--- src/rtl/rvs_ctrl_pkg.sv ---
// Shared definitions for the multi-cycle RV32I control path: state encoding,
// opcodes, datapath mux encodings and the control word. Honours CTRL_ILLEGAL_TRAP_EN.
package rvs_ctrl_pkg;

  typedef enum logic [3:0] {
    S_FETCH,
    S_DECODE,
    S_EXEC,
    S_LUI,
    S_AUIPC,
    S_ALU_WB,
    S_ADDR,
    S_MEM_RD,
    S_LD_WB,
    S_MEM_WR,
    S_PC_INC,
    S_BRANCH,
    S_JALR_ADDR,
    S_JUMP,
    S_TRAP
  } ctrlStateT;

  localparam logic [6:0] OPC_LOAD   = 7'b0000011;
  localparam logic [6:0] OPC_STORE  = 7'b0100011;
  localparam logic [6:0] OPC_OP     = 7'b0110011;
  localparam logic [6:0] OPC_OPIMM  = 7'b0010011;
  localparam logic [6:0] OPC_BRANCH = 7'b1100011;
  localparam logic [6:0] OPC_JAL    = 7'b1101111;
  localparam logic [6:0] OPC_JALR   = 7'b1100111;
  localparam logic [6:0] OPC_LUI    = 7'b0110111;
  localparam logic [6:0] OPC_AUIPC  = 7'b0010111;

  localparam logic [1:0] SRCA_RD1  = 2'b00;
  localparam logic [1:0] SRCA_ZERO = 2'b01;
  localparam logic [1:0] SRCA_PC   = 2'b10;

  localparam logic [1:0] SRCB_RD2  = 2'b00;
  localparam logic [1:0] SRCB_IMM  = 2'b01;
  localparam logic [1:0] SRCB_FOUR = 2'b10;

  localparam logic [1:0] ALUOP_ADD   = 2'b00;
  localparam logic [1:0] ALUOP_CMP   = 2'b01;
  localparam logic [1:0] ALUOP_FUNCT = 2'b10;

  localparam logic [1:0] MTR_ALUOUT = 2'b00;
  localparam logic [1:0] MTR_MDR    = 2'b01;
  localparam logic [1:0] MTR_ALU    = 2'b10;

  typedef struct packed {
    logic       memReq;
    logic       memWrite;
    logic       iorD;
    logic       irWrite;
    logic [1:0] aluSrcA;
    logic [1:0] aluSrcB;
    logic [1:0] aluOp;
    logic       pcWrite;
    logic       pcSource;
    logic       regWrite;
    logic [1:0] memtoReg;
    logic       retire;
    logic       illegal;
  } ctrlWordT;

  // DECODE dispatch; unknown opcodes either trap or retire as a NOP.
  function automatic ctrlStateT decodeTarget(input logic [6:0] opcode);
    case (opcode)
      OPC_LOAD, OPC_STORE: decodeTarget = S_ADDR;
      OPC_OP, OPC_OPIMM:   decodeTarget = S_EXEC;
      OPC_BRANCH:          decodeTarget = S_BRANCH;
      OPC_JAL:             decodeTarget = S_JUMP;
      OPC_JALR:            decodeTarget = S_JALR_ADDR;
      OPC_LUI:             decodeTarget = S_LUI;
      OPC_AUIPC:           decodeTarget = S_AUIPC;
`ifdef CTRL_ILLEGAL_TRAP_EN
      default:             decodeTarget = S_TRAP;
`else
      default:             decodeTarget = S_PC_INC;
`endif
    endcase
  endfunction

endpackage

--- src/rtl/ctrl_out_decode.sv ---
// Combinational state -> control-word decoder. Moore except IRWrite (MemReady
// in FETCH) and PCWrite/PCSource/Retire (BrTaken in BRANCH). Honours CTRL_ILLEGAL_TRAP_EN.
module ctrl_out_decode
  import rvs_ctrl_pkg::*;
(
  input  ctrlStateT  state_i,
  input  logic [6:0] opcode_i,
  input  logic       brTaken_i,
  input  logic       memReady_i,
  output ctrlWordT   ctrl_o
);

  always_comb begin
    ctrl_o = '0;
    case (state_i)
      S_FETCH: begin
        ctrl_o.memReq  = 1'b1;
        ctrl_o.irWrite = memReady_i;
      end
      S_DECODE: begin
        ctrl_o.aluSrcA = SRCA_PC;
        ctrl_o.aluSrcB = SRCB_IMM;
      end
      S_EXEC: begin
        ctrl_o.aluSrcB = (opcode_i == OPC_OP) ? SRCB_RD2 : SRCB_IMM;
        ctrl_o.aluOp   = ALUOP_FUNCT;
      end
      S_LUI: begin
        ctrl_o.aluSrcA = SRCA_ZERO;
        ctrl_o.aluSrcB = SRCB_IMM;
      end
      S_AUIPC: begin
        ctrl_o.aluSrcA = SRCA_PC;
        ctrl_o.aluSrcB = SRCB_IMM;
      end
      S_ALU_WB: begin
        ctrl_o.regWrite = 1'b1;
        ctrl_o.memtoReg = MTR_ALUOUT;
        ctrl_o.aluSrcA  = SRCA_PC;
        ctrl_o.aluSrcB  = SRCB_FOUR;
        ctrl_o.pcWrite  = 1'b1;
        ctrl_o.retire   = 1'b1;
      end
      S_ADDR, S_JALR_ADDR: begin
        ctrl_o.aluSrcA = SRCA_RD1;
        ctrl_o.aluSrcB = SRCB_IMM;
      end
      S_MEM_RD: begin
        ctrl_o.memReq = 1'b1;
        ctrl_o.iorD   = 1'b1;
      end
      S_LD_WB: begin
        ctrl_o.regWrite = 1'b1;
        ctrl_o.memtoReg = MTR_MDR;
        ctrl_o.aluSrcA  = SRCA_PC;
        ctrl_o.aluSrcB  = SRCB_FOUR;
        ctrl_o.pcWrite  = 1'b1;
        ctrl_o.retire   = 1'b1;
      end
      S_MEM_WR: begin
        ctrl_o.memReq   = 1'b1;
        ctrl_o.memWrite = 1'b1;
        ctrl_o.iorD     = 1'b1;
      end
      S_PC_INC: begin
        ctrl_o.aluSrcA = SRCA_PC;
        ctrl_o.aluSrcB = SRCB_FOUR;
        ctrl_o.pcWrite = 1'b1;
        ctrl_o.retire  = 1'b1;
      end
      // A taken branch commits the target already latched in ALUOut during DECODE.
      S_BRANCH: begin
        ctrl_o.aluOp    = ALUOP_CMP;
        ctrl_o.pcWrite  = brTaken_i;
        ctrl_o.pcSource = brTaken_i;
        ctrl_o.retire   = brTaken_i;
      end
      S_JUMP: begin
        ctrl_o.aluSrcA  = SRCA_PC;
        ctrl_o.aluSrcB  = SRCB_FOUR;
        ctrl_o.regWrite = 1'b1;
        ctrl_o.memtoReg = MTR_ALU;
        ctrl_o.pcWrite  = 1'b1;
        ctrl_o.pcSource = 1'b1;
        ctrl_o.retire   = 1'b1;
      end
`ifdef CTRL_ILLEGAL_TRAP_EN
      S_TRAP: ctrl_o.illegal = 1'b1;
`endif
      default: ;
    endcase
  end

endmodule

--- src/rtl/multicycle_ctrl.sv ---
// Multi-cycle RV32I control FSM: state register, next-state logic and reset
// gating of the decoded control word. Honours CTRL_ILLEGAL_TRAP_EN.
module multicycle_ctrl
  import rvs_ctrl_pkg::*;
(
  input  logic       clk,
  input  logic       rst,
  input  logic [6:0] Opcode,
  input  logic       BrTaken,
  input  logic       MemReady,
  output logic       MemReq,
  output logic       MemWrite,
  output logic       IorD,
  output logic       IRWrite,
  output logic [1:0] ALUSrc_A,
  output logic [1:0] ALUSrc_B,
  output logic [1:0] ALUOp,
  output logic       PCWrite,
  output logic       PCSource,
  output logic       RegWrite,
  output logic [1:0] MemtoReg,
  output logic       Retire,
  output logic       Illegal
);

  ctrlStateT state_q, state_d;
  ctrlWordT  decWord, outWord;

  always_comb begin
    state_d = state_q;
    case (state_q)
      S_FETCH:     state_d = MemReady ? S_DECODE : S_FETCH;
      S_DECODE:    state_d = decodeTarget(Opcode);
      S_EXEC, S_LUI, S_AUIPC: state_d = S_ALU_WB;
      S_ALU_WB, S_LD_WB, S_PC_INC, S_JUMP: state_d = S_FETCH;
      S_ADDR:      state_d = (Opcode == OPC_STORE) ? S_MEM_WR : S_MEM_RD;
      S_MEM_RD:    state_d = MemReady ? S_LD_WB : S_MEM_RD;
      S_MEM_WR:    state_d = MemReady ? S_PC_INC : S_MEM_WR;
      S_BRANCH:    state_d = BrTaken ? S_FETCH : S_PC_INC;
      S_JALR_ADDR: state_d = S_JUMP;
      S_TRAP:      state_d = S_TRAP;
      default:     state_d = S_FETCH;
    endcase
  end

  always_ff @(posedge clk) begin
    if (rst) state_q <= S_FETCH;
    else     state_q <= state_d;
  end

  ctrl_out_decode u_decode (
    .state_i    (state_q),
    .opcode_i   (Opcode),
    .brTaken_i  (BrTaken),
    .memReady_i (MemReady),
    .ctrl_o     (decWord)
  );

  // Outputs are combinational from state, so an in-flight instruction must be
  // silenced explicitly during the reset cycle.
  assign outWord = rst ? '0 : decWord;

  assign MemReq   = outWord.memReq;
  assign MemWrite = outWord.memWrite;
  assign IorD     = outWord.iorD;
  assign IRWrite  = outWord.irWrite;
  assign ALUSrc_A = outWord.aluSrcA;
  assign ALUSrc_B = outWord.aluSrcB;
  assign ALUOp    = outWord.aluOp;
  assign PCWrite  = outWord.pcWrite;
  assign PCSource = outWord.pcSource;
  assign RegWrite = outWord.regWrite;
  assign MemtoReg = outWord.memtoReg;
  assign Retire   = outWord.retire;
  assign Illegal  = outWord.illegal;

endmodule

--- config.mk ---
export PLATFORM = sky130hd
export DESIGN_NAME = multicycle_ctrl
export DESIGN_NICKNAME = d
export VERILOG_FILES = /design/src/rtl/rvs_ctrl_pkg.sv /design/src/rtl/ctrl_out_decode.sv /design/src/rtl/multicycle_ctrl.sv
export SDC_FILE = /design/constraint.sdc
export NUM_CORES = 1
export LEC_CHECK = 0
export CAP_MARGIN = 5
export CORE_MARGIN = 4
export CORE_UTILIZATION = 40
export CTS_BUF_LIST = sky130_fd_sc_hd__clkbuf_4 sky130_fd_sc_hd__clkbuf_8
export CTS_CLUSTER_DIAMETER = 50
export DETAILED_ROUTE_END_ITERATION = 8
export GPL_TIMING_DRIVEN = 0
export PLACE_DENSITY = 0.72
export SYNTH_ARGS = -nofsm -noshare
export SYNTH_HDL_FRONTEND = slang
export SYNTH_HIERARCHICAL = 1
export SYNTH_SLANG_ARGS = --single-unit
--- constraint.sdc ---
create_clock -name clk -period 1.8 [get_ports clk]
set_clock_uncertainty 0.05 [all_clocks]
set_input_delay 0.36 -clock clk [delete_from_list [all_inputs] [get_ports clk]]
set_output_delay 0.36 -clock clk [all_outputs]
set_load 0.02 [all_outputs]
### Word-level counts from Yosys, hierarchy flattened

Cells that the tools add are included.

* output and inout port bits: 17
* bits of input ports: 11
* register bits: 4

* muxes and demuxes: 19
* eq/ne operators: 23
* reduce and logical (&&, ||, !) cells: 9

Operators by type and width (count)
* one-hot mux 4 bit (9 select lines): 1
* equality test 4 bit (second input constant): 7
* one-hot mux 4 bit (7 select lines): 1
* equality test 7 x 6 -> 1 bit (second input constant): 3
* equality test 7 bit (second input constant): 3
* 2-to-1 mux 17 bit: 1
* equality test 4 x 3 -> 1 bit (second input constant): 4
* equality test 7 x 5 -> 1 bit (second input constant): 2
* 2-to-1 mux 4 bit: 3
* one-hot mux 3 bit (3 select lines): 1
* equality test 4 x 2 -> 1 bit (second input constant): 2
* one-hot mux 2 bit (2 select lines): 2
* equality test 7 x 2 -> 1 bit (second input constant): 1
* 2-to-1 mux 1 bit: 6
* one-hot mux 2 bit (3 select lines): 1
* OR reduction 2 bit: 3
* OR reduction 3 bit: 2
* OR reduction 6 bit: 1
* OR reduction 5 bit: 1
* equality test 4 x 1 -> 1 bit (second input constant): 1
* zero test 4 bit: 1
* one-hot mux 1 bit (2 select lines): 2
* OR reduction 4 bit: 1
* 2-to-1 mux 2 bit: 1

### Longest topological paths before layout

* depth in word-level cells: 4
* gate-level depth with buffers: 6
* depth with buffers taken out: 4

### By module

The synthesis kept the hierarchy.

Modules (own cells, without submodules)
* multicycle_ctrl: cells an instance 85, instances 1, area each 611.8 µm²
* ctrl_out_decode: cells an instance 47, instances 1, area each 282.8 µm²

### Worst setup path before layout

Ideal clock, no wire load.

* path kind: register to output
* from: register state_q[2]
* to: output PCWrite
* cell stages (with the launch flop): 7
* buffers on the path: 2
* setup slack: 69 ps
* data arrival time: 1321 ps
* path through: dfxtp_1 -> buf_4 -> inv_2 -> or2_1 -> o21ai_0 -> buf_4 -> nor2b_1

RTL lines
* from (decl): RTL line multicycle_ctrl.sv:26 `ctrlStateT state_q, state_d;`
* from (signal assigned): RTL line multicycle_ctrl.sv:48 `else state_q <= state_d;`
* to (decl): RTL line multicycle_ctrl.sv:18 `output logic PCWrite,`

==> metrics.md <==
| Metric | Value |
|---|---|
| Status | `finished, violations left` |
| Violated checks | `setup timing` |
| Compound-Gate Fraction of Synth Area | `0.255` |
| Pin count of the biggest net entering global routing | `11` |
| Fmax | `0.536 GHz` |
| Floorplan die area | `3060 µm²` |
| Final ANT Viol Nets | `0` |
| Clock tree from TritonCTS | `yes` |
| Avg Vias per Cell | `5.43` |
| Data arrival time of the critical path | `1460 ps` |
| Final Cycle Share | `1.04` |
| Power after layout | `0.785 mW` |
| Nature of the critical path endpoint | `output port` |
| Hold path depth | `3` |
| Final setup violation count | `4` |
| Depth of the CTS H-tree | `1` |
| Endpoint, Worst Hold | `state_q[3]` |
| Fillers | `180` |
| Worst EP required | `1390 ps` |
| Placed cell count | `185` |
| Global-route wire length before repair | `4200 µm` |
| Biggest regs | `state_q: 4 flops` |
| R2R cell count | `6` |
| Footprint of the multi-input gates | `787 µm²` |
| Sw Ratio | `0.417` |
| Mapped Cells | `132` |
| FF+latch area | `87.6 µm²` |
| Worst R2R End | `state_q[2]` |
| Area growth syn-to-layout | `54.1%` |
| Sum of overflow across all layers after global routing | `0` |
| Post-synth top flop | `dfxtp_1` |
| Initial antenna violation count | `0` |
| Initial DRC count | `30` |
| Post-detailed-route wirelength per cell | `13.7 µm` |
| Clock buffer depth | `2` |
| Final hold violation count | `0` |
| Maximum Capacitance Violations | `0` |
| Drt first pass iters | `4` |
| Port Buf Inserts | `26` |
| Max FFs per register | `4` |
| Min-Delay Path Class | `in -> reg` |
| Area share of the largest cell type after synthesis | `0.147` |
| IO Pins | `28` |
| Internal Power | `0.458 mW` |
| RSZ-0062 raised after global routing | `true` |
| Share of synthesized flip-flops with an asynchronous set or reset | `0` |
| Residual DRC | `0` |
| Worst Setup Start Kind | `flop` |
| Flops & latches, synth | `4` |
| Final HPWL DP | `1760 µm` |
| Clock tree sinks | `4` |
| Most numerous cell in the Yosys netlist | `nor2b_1` |
| Number of distinct library cells after synthesis | `52` |
| Synthesized-area fraction occupied by xor and xnor cells | `0.00979` |
| Share of synthesized cell area in full adder, half adder and majority cells | `0` |
| Net count of the mapped netlist | `143` |
| Worst reg2reg startpoint | `state_q[2]` |
| Hold_buf cts | `0` |
| Total number of vias | `1076` |
| Largest cells by area after synthesis | `nor2b_1, dfxtp_1, buf_4` |
| Core area | `2040 µm²` |
| Global-route total usage across every layer | `0.163` |
| Multiplexer area fraction after synthesis | `0` |
| Post-synth design cell area | `895 µm²` |
| Horizontal die dimension | `55.3 µm` |
| Net Switching | `0.328 mW` |
| Crit Path Category | `reg -> out` |
| Cell area reported after detailed placement | `1190 µm²` |
| Clock buffer count from CTS | `3` |
| Minimum clock period | `1870 ps` |
| Standard-cell rows | `16` |
| Syn_area_per_cell | `6.78 µm²` |
| Maximum net fanout on the critical path | `6` |
| Dpl ws | `-876 ps` |
| Gate power share | `0.701` |
| Routed wire length | `2720 µm` |
| Final Instance Area | `1380 µm²` |
| Worst hold start | `rst` |
| Fraction of final layout cells sized beyond drive strength 1 | `0.415` |
| Number of global-route vias before repair | `927` |
| Area fraction in and, or, nand and nor cells after synthesis | `0.522` |
| Combinational family with the most area after synthesis | `simple AND/OR/NAND/NOR gates` |
| Reg clk slew, reported paths | `40 ps` |
| Pins over their slew limit | `0` |
| Largest voltage drop on the vdd net | `0.326 mV` |
| Starting Density | `0.438` |
| N_diodes | `0` |
| Clock share of power | `0.142` |
| Clock Tree Root | `clkbuf_4` |
| Power density over cell area | `570 nW/µm²` |
| Share of synthesized area occupied by flip-flops and latches | `0.0895` |
| Yosys warning total | `6` |
| Sequential share of power | `0.158` |
| Number of enable-type register cells in the synthesized netlist | `0` |
| Post-layout nets | `184` |
| Static Leakage | `0.583 nW` |
| Largest register by flop count | `state_q` |
| Die outline height | `55.3 µm` |
| Post-layout worst setup margin | `-65.5 ps` |
| Sum Neg Setup Slack | `-104 ps` |
| Top cell type by total area after synthesis | `nor2b_1` |
| Slack of the worst reg-to-reg path | `270 ps` |
| Most common library cells after synthesis | `nor2b_1, nand2_1, nor2_1` |
| Source-to-sink clock delay at the later pin of the worst-skew pair | `240 ps` |
| Final weighted congestion in routability-driven placement | `0.816` |
| Final instance count without filler cells | `198` |
[per-layer routing]
metal	GRT usage	up-vias	wire [µm]
li1	-	546	-
met1	0.200	483	1180
met2	0.280	43	1330
met3	0.0210	4	163
met4	0.0729	0	46
met5	0	-	0
[power by group through the flow]
stage	sequential, mW	clock [mW]	combinational [mW]
after floorplan	0.113	0	0.318
after global placement	0.117	0	0.446
after detailed placement	0.117	0	0.449
after CTS	0.121	0.114	0.470
after global routing	0.126	0.120	0.596
final	0.124	0.111	0.550
[critical path, cell delays in order, from the launching register on]
cell and delay, ps:
dfxtp_2 340, buf_6 130, buf_4 130, nand2_1 80, o22ai_2 130, and2_1 150
nor2b_4 140, buf_6 120
[logic make-up (layout without fill, tap and decap cells)]
family / Yosys count / after routing
other cells: 1 / 1
xor+xnor: 1 / 1
flops: 4 / 4
simple gates: 76 / 76
buf+inv: 16 / 55
compound gates: 34 / 34
[layout by cell type, fill, tap and decap left out, drive strengths merged, types with 2 or more instances in the layout]
cell type and n:
nor3 3, nor2b 21, o21ai 8, nor4 3, and3 3, nor2 11, inv 3, nand4bb 3
or2 3, nand3 2, nand2 12, nand2b 6, buf 37, a21oi 9, dlygate4sd2 9, dfxtp 4
o211ai 2, clkbuf 4, o22ai 2, o31ai 2
[stage by stage]
step,util,hold slack (ps)
2_1_floorplan,-,473
3_3_place_gp,0.582,580
3_5_place_dp,0.582,588
4_1_cts,0.615,571
5_1_grt,0.675,527
6_report,0.675,478
[area by class of cell]
cell class              count  area share
multi-input cells         112       0.571
repair buffers             37       0.229
plain buffers              12      0.0880
flip-flops and latches      4      0.0635
well taps                  27      0.0245
clock buffers               3      0.0163
inverters                   3     0.00817
[what timing repair did]
| action | CTS | global route |
|---|---|---|
| resized for setup | 93 | 35 |
| setup endpoints to repair | 16 | 16 |
| pin swaps | 2 | 2 |
| buffers inserted | 10 | 1 |
[worst max-delay path by stage]
stage	from	endpoint	slack, ps
final	state_q[2]	IorD	-70
after global routing	state_q[3]	MemtoReg[0]	-110
after CTS	state_q[2]	IorD	-2
after detailed placement	rst	IorD	-880
after global placement	rst	ALUSrc_B[0]	-840
after floorplan	state_q[2]	PCWrite	70
Note: power is estimated with default switching activity, not from simulation.
